File: config.mk
export PLATFORM = sky130hd
export DESIGN_NAME = fpdiv_arbiter_flat
export DESIGN_NICKNAME = d
export VERILOG_FILES = /design/src/rtl/fpdiv_arbiter_if.sv /design/src/rtl/fpdiv_arbiter.sv /design/src/flat_wrapper.sv
export SDC_FILE = /design/constraint.sdc
export NUM_CORES = 1
export LEC_CHECK = 0
export ABC_AREA = 1
export CELL_PAD_IN_SITES_DETAIL_PLACEMENT = 0
export CELL_PAD_IN_SITES_GLOBAL_PLACEMENT = 2
export CORE_MARGIN = 4
export CORE_UTILIZATION = 21
export CTS_CLUSTER_SIZE = 8
export DETAILED_ROUTE_END_ITERATION = 6
export GPL_ROUTABILITY_DRIVEN = 0
export GPL_TIMING_DRIVEN = 0
export HOLD_SLACK_MARGIN = 0.06
export PLACE_DENSITY_LB_ADDON = 0.15
export SKIP_LAST_GASP = 1
export SYNTH_ARGS = -nofsm -noshare
export SYNTH_HDL_FRONTEND = slang
export SYNTH_SLANG_ARGS = --single-unit
File: constraint.sdc
create_clock -name clk -period 6.4 [get_ports clk]
set_clock_uncertainty 0.2 [all_clocks]
set_input_delay 1.6 -clock clk [delete_from_list [all_inputs] [get_ports clk]]
set_output_delay 1.6 -clock clk [all_outputs]
set_load 0.01 [all_outputs]
File: src/rtl/fpdiv_arbiter_if.sv
// Request / fpdiv / response bundle of the two-requester fpdiv arbiter.
// slave  : the arbiter's view (accepts requests, drives the fpdiv, returns responses).
// master : the environment's view (requesters, fpdiv, response consumer).
interface fpdiv_arbiter_if;
    logic        req0_valid;
    logic        req0_ready;
    logic [31:0] req0_n;
    logic [31:0] req0_d;
    logic [1:0]  req0_rm;

    logic        req1_valid;
    logic        req1_ready;
    logic [31:0] req1_n;
    logic [31:0] req1_d;
    logic [1:0]  req1_rm;

    logic [31:0] div_n;
    logic [31:0] div_d;
    logic [1:0]  div_rm;
    logic [31:0] div_q;

    logic        resp_valid;
    logic        resp_ready;
    logic        resp_id;
    logic [31:0] resp_q;

    modport slave (
        input  req0_valid, req0_n, req0_d, req0_rm,
        output req0_ready,
        input  req1_valid, req1_n, req1_d, req1_rm,
        output req1_ready,
        output div_n, div_d, div_rm,
        input  div_q,
        output resp_valid, resp_id, resp_q,
        input  resp_ready
    );

    modport master (
        output req0_valid, req0_n, req0_d, req0_rm,
        input  req0_ready,
        output req1_valid, req1_n, req1_d, req1_rm,
        input  req1_ready,
        input  div_n, div_d, div_rm,
        output div_q,
        input  resp_valid, resp_id, resp_q,
        output resp_ready
    );
endinterface

File: src/rtl/fpdiv_arbiter.sv
// Two-requester round-robin arbiter in front of a single fixed-latency fpdiv.
// One operation outstanding at most: IDLE -> RUN (LATENCY edges) -> HOLD (until
// the response is taken) -> IDLE. LATENCY must lie in 1..255.
// Optional macro FPDIV_ARB_STATS_EN adds saturating per-requester completion
// counters stat_done0 / stat_done1.
module fpdiv_arbiter #(
    parameter int unsigned LATENCY = 8
) (
    input  logic                 clk,
    input  logic                 reset,
    fpdiv_arbiter_if.slave       bus,
    output logic                 busy
`ifdef FPDIV_ARB_STATS_EN
    ,
    output logic [15:0]          stat_done0,
    output logic [15:0]          stat_done1
`endif
);

    typedef enum logic [1:0] {
        IDLE = 2'd0,
        RUN  = 2'd1,
        HOLD = 2'd2
    } state_t;

    localparam logic [7:0] CNT_LOAD = 8'(LATENCY - 1);

    state_t      state_q;
    state_t      state_d;
    logic [7:0]  cnt_q;
    logic        rr_q;       // id of the requester granted last
    logic        grant_any;
    logic        grant_id;
    logic        resp_hs;

    // Grant selection: a lone requester wins; on a tie the one not granted last wins.
    always_comb begin
        grant_any = bus.req0_valid | bus.req1_valid;
        grant_id  = 1'b0;
        if (bus.req0_valid && bus.req1_valid) begin
            grant_id = ~rr_q;
        end else if (bus.req1_valid) begin
            grant_id = 1'b1;
        end
    end

    assign resp_hs = (state_q == HOLD) && bus.resp_ready;

    // State register.
    always_ff @(posedge clk or posedge reset) begin
        if (reset) begin
            state_q <= IDLE;
        end else begin
            state_q <= state_d;
        end
    end

    // Next-state logic; HOLD always leaves to IDLE so a new grant waits one cycle.
    always_comb begin
        state_d = state_q;
        case (state_q)
            IDLE: if (grant_any)       state_d = RUN;
            RUN:  if (cnt_q == '0)     state_d = HOLD;
            HOLD: if (bus.resp_ready)  state_d = IDLE;
            default:                   state_d = IDLE;
        endcase
    end

    // Outputs decoded from state: handshake readies and busy.
    always_comb begin
        busy           = (state_q != IDLE);
        bus.req0_ready = 1'b0;
        bus.req1_ready = 1'b0;
        if ((state_q == IDLE) && !reset) begin
            bus.req0_ready = bus.req0_valid && (grant_id == 1'b0);
            bus.req1_ready = bus.req1_valid && (grant_id == 1'b1);
        end
    end

    // Operand latch, latency counter, round-robin pointer and response capture.
    always_ff @(posedge clk or posedge reset) begin
        if (reset) begin
            bus.div_n      <= '0;
            bus.div_d      <= '0;
            bus.div_rm     <= '0;
            bus.resp_valid <= 1'b0;
            bus.resp_id    <= 1'b0;
            bus.resp_q     <= '0;
            cnt_q          <= '0;
            rr_q           <= 1'b1;
        end else begin
            case (state_q)
                IDLE: begin
                    if (grant_any) begin
                        bus.div_n   <= grant_id ? bus.req1_n  : bus.req0_n;
                        bus.div_d   <= grant_id ? bus.req1_d  : bus.req0_d;
                        bus.div_rm  <= grant_id ? bus.req1_rm : bus.req0_rm;
                        bus.resp_id <= grant_id;
                        rr_q        <= grant_id;
                        cnt_q       <= CNT_LOAD;
                    end
                end
                RUN: begin
                    if (cnt_q == '0) begin
                        bus.resp_q     <= bus.div_q;
                        bus.resp_valid <= 1'b1;
                    end else begin
                        cnt_q <= cnt_q - 8'd1;
                    end
                end
                HOLD: begin
                    if (bus.resp_ready) begin
                        bus.resp_valid <= 1'b0;
                    end
                end
                default: begin
                    bus.resp_valid <= 1'b0;
                end
            endcase
        end
    end

`ifdef FPDIV_ARB_STATS_EN
    // Saturating completion counters, bumped on each response handshake by owner.
    always_ff @(posedge clk or posedge reset) begin
        if (reset) begin
            stat_done0 <= '0;
            stat_done1 <= '0;
        end else if (resp_hs) begin
            if (!bus.resp_id && (stat_done0 != '1)) stat_done0 <= stat_done0 + 16'd1;
            if ( bus.resp_id && (stat_done1 != '1)) stat_done1 <= stat_done1 + 16'd1;
        end
    end
`else
    logic unused_resp_hs;
    assign unused_resp_hs = resp_hs;
`endif

endmodule
File: src/flat_wrapper.sv
// flat-port wrapper written by rule: the top's interface ports become plain ports
module fpdiv_arbiter_flat 
#(
    parameter int unsigned LATENCY = 8
)
  (clk, reset, busy, bus_req0_valid, bus_req0_n, bus_req0_d, bus_req0_rm, bus_req0_ready, bus_req1_valid, bus_req1_n, bus_req1_d, bus_req1_rm, bus_req1_ready, bus_div_n, bus_div_d, bus_div_rm, bus_div_q, bus_resp_valid, bus_resp_id, bus_resp_q, bus_resp_ready);
  fpdiv_arbiter_if bus_i ();
  input  logic clk;
  input  logic reset;
  output logic busy;
  input wire logic [$bits(bus_i.req0_valid)-1:0] bus_req0_valid;
  input wire logic [$bits(bus_i.req0_n)-1:0] bus_req0_n;
  input wire logic [$bits(bus_i.req0_d)-1:0] bus_req0_d;
  input wire logic [$bits(bus_i.req0_rm)-1:0] bus_req0_rm;
  output wire logic [$bits(bus_i.req0_ready)-1:0] bus_req0_ready;
  input wire logic [$bits(bus_i.req1_valid)-1:0] bus_req1_valid;
  input wire logic [$bits(bus_i.req1_n)-1:0] bus_req1_n;
  input wire logic [$bits(bus_i.req1_d)-1:0] bus_req1_d;
  input wire logic [$bits(bus_i.req1_rm)-1:0] bus_req1_rm;
  output wire logic [$bits(bus_i.req1_ready)-1:0] bus_req1_ready;
  output wire logic [$bits(bus_i.div_n)-1:0] bus_div_n;
  output wire logic [$bits(bus_i.div_d)-1:0] bus_div_d;
  output wire logic [$bits(bus_i.div_rm)-1:0] bus_div_rm;
  input wire logic [$bits(bus_i.div_q)-1:0] bus_div_q;
  output wire logic [$bits(bus_i.resp_valid)-1:0] bus_resp_valid;
  output wire logic [$bits(bus_i.resp_id)-1:0] bus_resp_id;
  output wire logic [$bits(bus_i.resp_q)-1:0] bus_resp_q;
  input wire logic [$bits(bus_i.resp_ready)-1:0] bus_resp_ready;
  assign bus_i.req0_valid = bus_req0_valid;
  assign bus_i.req0_n = bus_req0_n;
  assign bus_i.req0_d = bus_req0_d;
  assign bus_i.req0_rm = bus_req0_rm;
  assign bus_req0_ready = bus_i.req0_ready;
  assign bus_i.req1_valid = bus_req1_valid;
  assign bus_i.req1_n = bus_req1_n;
  assign bus_i.req1_d = bus_req1_d;
  assign bus_i.req1_rm = bus_req1_rm;
  assign bus_req1_ready = bus_i.req1_ready;
  assign bus_div_n = bus_i.div_n;
  assign bus_div_d = bus_i.div_d;
  assign bus_div_rm = bus_i.div_rm;
  assign bus_i.div_q = bus_div_q;
  assign bus_resp_valid = bus_i.resp_valid;
  assign bus_resp_id = bus_i.resp_id;
  assign bus_resp_q = bus_i.resp_q;
  assign bus_i.resp_ready = bus_resp_ready;
  fpdiv_arbiter #(.LATENCY(LATENCY)) u_core (.clk(clk), .reset(reset), .bus(bus_i), .busy(busy));
endmodule
==> results of run 1 <==
[worst reg2reg max path, stage by stage (launching register included)]
cell and delay [ns]:
dfrtp_1 0.38, inv_1 0.14, ha_1 0.18, nand2_1 0.06, nor2_1 0.14, nand2_1 0.18, nand2_4 0.17, nand2_4 0.10
nor2_1 0.10, nor2_1 0.04
[registers in the layout, summed over array words and instances (netlist names)]
| signal | count |
|---|---|
| u_core.bus.div_d | 32 |
| u_core.bus.resp_id | 1 |
| u_core.state_q | 2 |
| u_core.bus.resp_q | 32 |
| u_core.rr_q | 1 |
| u_core.bus.div_n | 32 |
| u_core.bus.resp_valid | 1 |
| u_core.cnt_q | 8 |
| u_core.bus.div_rm | 2 |
[report_power, final]
group / switching, mW / internal, mW
combinational: 0.869 / 0.930
sequential: 0.192 / 1.05
clock: 0.278 / 0.292
[final timing paths]
path / slack, ns / end
worst max-delay path: 1.05 / bus_req0_ready
worst min-delay path: 0.27 / u_core.rr_q
worst max register to register: 4.60 / u_core.cnt_q[0]
worst min register to register: 0.27 / u_core.rr_q
max in group asynchronous: 3.83 / u_core.bus.resp_q[9]
min in group asynchronous: 1.47 / u_core.bus.div_d[3]
[area by class of cell]
| type | count | area, µm² |
|---|---|---|
| multi-input combinational | 407 | 1960 |
| tap | 319 | 399 |
| timing repair buffer | 272 | 2740 |
| inverter | 46 | 178 |
| fill | 2436 | 15200 |
| buffer | 36 | 234 |
| clock buffer | 12 | 256 |
| sequential | 111 | 2780 |
| clock inverter | 4 | 36.3 |
| antenna | 1 | 2.50 |
[cell families after synthesis]
group | count (synthesis) | share of synthesized area, %
and+or+nand+nor | 236 | 18.4
AOI/OAI and AO/OA | 167 | 18.8
DFF | 111 | 54.1
buffers and inverters | 82 | 7.91
xor gates and xnor gates | 2 | 0.341
adders and majority gates | 2 | 0.487
[stage by stage]
stage               TNS [ns]  power (mW)  instances  hold slack [ns]
global placement      -64.55        3.07       1190            0.252
detailed placement         0        3.09       1191            0.263
global route               0        3.91       1207            0.307
finish                     0        3.61       1208            0.273
CTS                        0        3.69       1207            0.277
floorplan                  0        2.07        600            0.243
[synthesized netlist by cell type (2+ instances only)]
| cell type | number |
|---|---|
| inv_1 | 43 |
| o21ai_1 | 67 |
| o21ai_0 | 65 |
| nand3_1 | 10 |
| clkbuf_2 | 2 |
| o21ai_2 | 35 |
| nand4_1 | 3 |
| inv_2 | 3 |
| nor2_1 | 83 |
| buf_4 | 3 |
| ha_1 | 2 |
| buf_2 | 14 |
| clkbuf_1 | 8 |
| xor2_1 | 2 |
| nor2_2 | 2 |
| dfrtp_1 | 110 |
| nand2_4 | 2 |
| nand2_1 | 132 |
| buf_6 | 9 |
[per-layer routing]
metal / global-route usage, % / part of all wire [%] / wire length, µm / vias up
met4: 3.97 / 1.3 / 251 / 2
li1: - / - / - / 2495
met3: 5.79 / 11 / 2130 / 16
met2: 22.6 / 46 / 8840 / 201
met5: 0 / 0.068 / 13 / -
met1: 16.8 / 41 / 7890 / 2324
==> flow_metrics.py, run 1 <==
metrics = {
    "floorplan": {
        "core_um2": 23800,
        "fp.dieArea_um2": 27000,
        "rows": 56,
        "pin_count": 272,
        "start_util_pct": 21.6,
        "die_x_um": 164,
        "chipHeight_um": 164,
    },
    "layout": {
        "final_core_util_pct": 36.1,
        "final_cell_mix": "clkdlybuf4s50_1 (271), nand2_1 (132), dfrtp_1 (110)",
        "drive_gt1_share_pct": 10.2,
        "nets": 1054,
        "design_area_um2": 8580,
        "syn2layout_area_growth_pct": 66.9,
        "final_common_cell": "clkdlybuf4s50_1",
    },
    "global_routing": {
        "grt_pass1_vias": 5361,
        "grt-ovfl-total": 0,
        "grt_max_degree": 58,
        "grt_first_pass_wirelength_um": 29400,
        "antenna_found_initial": 1,
        "grt_usage_pct": 13.9,
    },
    "cts": {
        "clock_sinks": 111,
        "root_buffer": "clkbuf_16",
        "cts_tree": "built",
        "cts_made_buffers": 9,
        "clk_path_buf_depth": 2,
        "cts_hold_buf": 0,
        "clk_pin_slew_worst_paths_ns": 0.08,
        "post_cts_resized": 0,
        "cts_setup_buffers": 0,
        "clk_latency_ns": 0.35,
        "htreeDepth": 3,
    },
    "timing": {
        "slew_viol_final": 0,
        "slew_headroom_pct": 61.5,
        "period_needed_ns": 5.35,
        "fmax_ghz": 0.187,
        "finalCritPeriodShare_pct": 83.6,
        "finalHoldViolCount": 0,
        "finalWorstSetupSlack_ns": 1.05,
        "setup_viol": 0,
        "rsz0062_at_grt": "no",
        "worstMarginPinSlew_ns": 0.577,
    },
    "yosys": {
        "avgSynthCellArea_um2": 8.57,
        "syn_nets": 771,
        "synth.distinct_cells": 24,
        "synth.area.top_cells": "dfrtp_1 (54%), nand2_1 (9.6%), o21ai_1 (6.5%), o21ai_0 (6.3%), nor2_1 (6.1%)",
        "synthCells": 600,
        "yosys.area.top_type": "dfrtp_1",
        "ys_seq_area_share_pct": 54.1,
        "syn_area_um2": 5140,
        "synth-edff-count": 0,
        "async_reset_ff_share_pct": 100,
        "synth_top_cell_area_share_pct": 53.5,
        "yosysWarnings": 0,
        "synthFlopType": "dfrtp_1",
        "synth-seq-cells": 111,
    },
    "place": {
        "post_dp_cell_area_um2": 8290,
        "io_buffers": 271,
        "dp_worst_setup_slack_ns": 0.960,
        "dp_hpwl_um": 14700,
    },
    "outcome": {
        "status": "complete, no violations",
    },
    "worst_setup_path": {
        "start_kind": "input pin",
        "cp.arrival_ns": 3.55,
        "cpPeakStageDelay_ns": 0.54,
        "worst_r2r_path_depth": 9,
        "startpoint": "bus_req0_valid",
        "required_ns": 4.60,
        "crit_fanout": 10,
        "cp_cell_sequence": "clkdlybuf4s50_1 > nand2_1 > nand2_2 > buf_4 > buf_2 > nand2_1 > nor2_1 > clkdlybuf4s50_1",
        "worstReg2RegStart": "u_core.cnt_q[0]",
        "slowest_stage": "clkdlybuf4s50_1",
        "critical-path-top-delay-family": "buffers and inverters",
        "path_buf_inv": 4,
        "worstSetupPathType": "input pin to output pin",
        "crit_cells": 8,
        "cp-end-kind": "output pin",
    },
    "hold_path": {
        "hold_path_depth": 2,
        "min_from": "u_core.rr_q",
        "min_path_type": "register to register",
    },
    "pwr": {
        "power.density_nw_per_um2": 420,
        "peakVddDrop_uv": 140,
        "leakage_nw": 3.77,
    },
    "route": {
        "ant_nets": 0,
        "drcViolationCount": 0,
        "num_vias": 5038,
        "avgViaCountPerCell": 4.17,
        "drt_iter0_markers": 244,
        "wirelength_um": 19100,
        "firstDrtPassIters": 7,
        "routedWlPerCell_um": 15.8,
    },
    "run": {
        "maxCapViolations": 0,
    },
}
(Power assumes the default switching activity.)
==> run 2: changes to the inputs <==
- CORE_UTILIZATION: 21 -> 19
- clock period: 6.4 -> 4.3 ns (I/O delays scaled with it)
==> flow_metrics.py, run 2 (synthesized netlist as in run 1, its figures left out) <==
metrics = {
    "outcome": {
        "status": "complete, no violations",
    },
    "timing": {
        "setup_viol": 0,
        "period_needed_ns": 4.14,
        "rsz0062_at_grt": "no",
        "finalHoldViolCount": 0,
        "slew_viol_final": 0,
        "tns_ns": 0,
        "fmax_ghz": 0.242,
        "hold_slack_ns": 0.275,
        "worstMarginPinSlew_ns": 0.806,
        "slew_headroom_pct": 46.0,
        "finalCritPeriodShare_pct": 96.3,
        "finalWorstSetupSlack_ns": 0.160,
    },
    "layout": {
        "multiInputGateArea_um2": 1960,
        "seqCellArea_um2": 2780,
        "syn2layout_area_growth_pct": 67.8,
        "final_common_cell": "clkdlybuf4s50_1",
        "design_area_um2": 8630,
        "n_fill_cell": 2851,
        "largestRegisters": "u_core.bus.div_d (32), u_core.bus.div_n (32), u_core.bus.resp_q (32)",
        "final_cell_mix": "clkdlybuf4s50_1 (271), nand2_1 (132), dfrtp_1 (110)",
        "drive_gt1_share_pct": 10.5,
        "nets": 1057,
    },
    "worst_setup_path": {
        "r2r_end": "u_core.bus.div_n[5]",
        "worstSetupPathType": "input pin to output pin",
        "worstReg2RegStart": "u_core.rr_q",
        "cp-end-kind": "output pin",
        "crit_fanout": 19,
        "worst_r2r_path_depth": 6,
        "required_ns": 3.02,
        "reg2reg_slack_ns": 2.45,
        "cp.arrival_ns": 2.87,
        "start_kind": "input pin",
    },
    "cts": {
        "root_buffer": "clkbuf_16",
        "clk_path_buf_depth": 2,
        "clk_pin_slew_worst_paths_ns": 0.07,
        "cts_setup_buffers": 1,
        "clk_latency_ns": 0.35,
        "clock_sinks": 111,
        "post_cts_resized": 0,
        "cts_hold_buf": 0,
        "cts_tree": "built",
        "htreeDepth": 3,
        "cts_made_buffers": 9,
    },
    "floorplan": {
        "pin_count": 272,
        "chipHeight_um": 172,
        "fp.dieArea_um2": 29800,
        "core_um2": 26400,
        "die_x_um": 172,
        "start_util_pct": 19.5,
        "rows": 59,
    },
    "route": {
        "routedWlPerCell_um": 16.6,
        "wirelength_um": 20300,
        "ant_nets": 0,
        "drcViolationCount": 0,
        "num_vias": 4968,
        "firstDrtPassIters": 4,
        "drt_iter0_markers": 173,
        "avgViaCountPerCell": 4.05,
    },
    "pwr": {
        "power.density_nw_per_um2": 623,
        "peakVddDrop_uv": 216,
        "leakage_nw": 3.78,
        "p_total_mw": 5.38,
    },
    "global_routing": {
        "antenna_found_initial": 4,
        "grt_max_degree": 34,
        "grt_first_pass_wirelength_um": 30700,
        "grt_pass1_vias": 5290,
        "grt-ovfl-total": 0,
        "grt_usage_pct": 13.4,
    },
    "place": {
        "io_buffers": 271,
        "dp_worst_setup_slack_ns": -0.353,
        "dp_hpwl_um": 15600,
        "post_dp_cell_area_um2": 8340,
    },
    "hold_path": {
        "min_path_type": "register to register",
        "min_from": "u_core.rr_q",
        "hold_end": "u_core.rr_q",
        "hold_path_depth": 2,
    },
    "run": {
        "maxCapViolations": 0,
    },
}
==> run 2: layout make-up <==
class / instances / area share, %
diodes: 1 / 0.0290
plain buffers: 35 / 2.65
clock buffers: 11 / 2.81
clock inverters: 5 / 0.450
inverters: 46 / 2.04
multi-input cells: 407 / 22.7
flip-flops and latches: 111 / 32.2
well taps: 335 / 4.86
repair buffers: 275 / 32.2
repair inverters: 1 / 0.0580
==> run 2: power breakdown <==
part,internal [mW],total [mW],switching (mW)
Combinational,1.39,2.70,1.31
Sequential,1.55,1.83,0.278
Clock,0.417,0.846,0.429
==> run 2: worst max-delay path, cell delays in order <==
cell             delay, ns
clkdlybuf4s50_1       0.54
nand2_1               0.08
nand2_2               0.16
buf_4                 0.29
nand2_1               0.07
nor2_1                0.09
clkdlybuf4s50_1       0.55
==> run 2: how the worst max path moves through the flow <==
stage	depth (start not counted)	to	slack, ns	startpoint
2_1_floorplan	3	bus_req0_ready	0.02	reset
3_3_place_gp	5	bus_req0_ready	-2.10	reset
3_5_place_dp	6	bus_req1_ready	-0.35	reset
4_1_cts	7	bus_req0_ready	0.11	bus_req0_valid
5_1_grt	7	bus_req0_ready	0.05	bus_req0_valid
6_report	7	bus_req0_ready	0.16	bus_req0_valid
==> run 2: layer usage <==
layer  vias up  global-route usage [%]  share of wire (%)
met5         -                       0               0.28
met4         8                    2.97               0.69
met3        16                    6.58                 12
met2       196                    21.7                 45
met1      2252                    16.2                 42
li1       2496                       -                  -
==> run 2: per-stage QoR <==
stage | cells | util [%]
after floorplan | 600 | -
after global placement | 1206 | 31.4
after detailed placement | 1209 | 31.6
after CTS | 1226 | 32.7
after global routing | 1226 | 32.7
final | 1227 | 32.7
==> run 3: changes to the inputs <==
- TNS_END_PERCENT: default -> 50
==> flow_metrics.py, run 3 (synthesized netlist as in run 1, its figures left out) <==
metrics = {
    "timing": {
        "rsz0062_at_grt": "no",
        "finalCritPeriodShare_pct": 96.3,
        "slew_viol_final": 0,
        "setup_viol": 0,
        "fmax_ghz": 0.242,
        "finalHoldViolCount": 0,
        "slew_headroom_pct": 46.0,
        "hold_slack_ns": 0.275,
        "period_needed_ns": 4.14,
        "worstMarginPinSlew_ns": 0.806,
    },
    "pwr": {
        "peakVddDrop_uv": 216,
        "leakage_nw": 3.78,
        "power.density_nw_per_um2": 623,
    },
    "worst_setup_path": {
        "cp-end-kind": "output pin",
        "required_ns": 3.02,
        "cp.arrival_ns": 2.86,
        "worstSetupPathType": "input pin to output pin",
        "crit_fanout": 19,
        "start_kind": "input pin",
        "reg2reg_slack_ns": 2.45,
    },
    "place": {
        "dp.cells": 1209,
        "dp_hpwl_um": 15600,
        "io_buffers": 271,
    },
    "layout": {
        "nets": 1057,
        "largestRegisters": "u_core.bus.div_d (32), u_core.bus.div_n (32), u_core.bus.resp_q (32)",
        "syn2layout_area_growth_pct": 67.8,
        "drive_gt1_share_pct": 10.5,
        "final_common_cell": "clkdlybuf4s50_1",
        "fin_cells": 1227,
        "final_cell_mix": "clkdlybuf4s50_1 (271), nand2_1 (132), dfrtp_1 (110)",
    },
    "route": {
        "num_vias": 4972,
        "wirelength_um": 20300,
        "routedWlPerCell_um": 16.6,
        "drt_iter0_markers": 171,
        "drcViolationCount": 0,
        "avgViaCountPerCell": 4.05,
        "firstDrtPassIters": 4,
        "ant_nets": 0,
    },
    "floorplan": {
        "die_x_um": 172,
        "pin_count": 272,
        "core_um2": 26400,
        "fp.dieArea_um2": 29800,
        "chipHeight_um": 172,
        "rows": 59,
        "start_util_pct": 19.5,
    },
    "run": {
        "maxCapViolations": 0,
    },
    "cts": {
        "post_cts_resized": 0,
        "cts_hold_buf": 0,
        "root_buffer": "clkbuf_16",
        "clk_path_buf_depth": 2,
        "cts_made_buffers": 9,
        "clock_sinks": 111,
        "cts_tree": "built",
        "htreeDepth": 3,
        "clk_pin_slew_worst_paths_ns": 0.07,
        "clk_latency_ns": 0.35,
    },
    "global_routing": {
        "antenna_found_initial": 4,
        "grt_first_pass_wirelength_um": 30700,
        "grt-ovfl-total": 0,
        "grt_max_degree": 34,
        "grt_pass1_vias": 5294,
        "grt_usage_pct": 13.4,
    },
    "hold_path": {
        "min_path_type": "register to register",
    },
    "outcome": {
        "status": "complete, no violations",
    },
}
==> run 3: final cells by class <==
class	count	area, µm²
timing repair buffer	275	2780
multi-input combinational	407	1960
inverter	46	176
fill	2851	17700
tap	335	419
antenna	1	2.50
sequential	111	2780
clock buffer	11	243
clock inverter	5	38.8
timing repair inverter	1	5.00
buffer	35	229
==> run 3: what timing repair did <==
item / CTS / global route
buffers inserted: 1 / 0
endpoints found under the hold margin: 0 / 0
endpoints found under the setup margin: 2 / 1
gates cloned: 1 / 0
==> run 3: where the power goes <==
group | internal (mW) | switching, mW | total [mW]
clock | 0.417 | 0.429 | 0.846
sequential | 1.55 | 0.278 | 1.83
combinational | 1.39 | 1.32 | 2.70
==> run 3: routing by layer <==
metal	vias to the layer above	track usage, %	wire length (µm)
met5	-	0	56
met4	8	2.97	140
met3	16	6.58	2360
met2	196	21.7	9230
met1	2256	16.2	8530
li1	2496	-	-
==> run 3: worst max-delay path: stages <==
cell,delay (ns)
clkdlybuf4s50_1,0.54
nand2_1,0.08
nand2_2,0.16
buf_4,0.29
nand2_1,0.07
nor2_1,0.09
clkdlybuf4s50_1,0.55
==> run 3: worst paths after layout <==
check                                    start                    end  depth (start not counted)
worst max register to register     u_core.rr_q    u_core.bus.div_n[5]                          6
max in group asynchronous                reset    u_core.bus.div_n[6]                          2
worst max-delay path            bus_req0_valid         bus_req0_ready                          7
min in group asynchronous                reset  u_core.bus.resp_q[26]                          3
worst min-delay path               u_core.rr_q            u_core.rr_q                          2
worst min register to register     u_core.rr_q            u_core.rr_q                          2
==> run 3: through the flow <==
step	TNS [ns]	utilization, %	cell area [µm²]	worst slack [ns]	total power, mW
2_1_floorplan	0	-	5140	0.0234	3.07
4_1_cts	-0.0611	32.7	8630	-0.0611	5.51
5_1_grt	0	32.7	8630	0.0482	5.84
6_report	0	32.7	8630	0.161	5.38
3_5_place_dp	-0.702	31.6	8340	-0.353	4.62
3_3_place_gp	-4.18	31.4	8280	-2.10	4.62
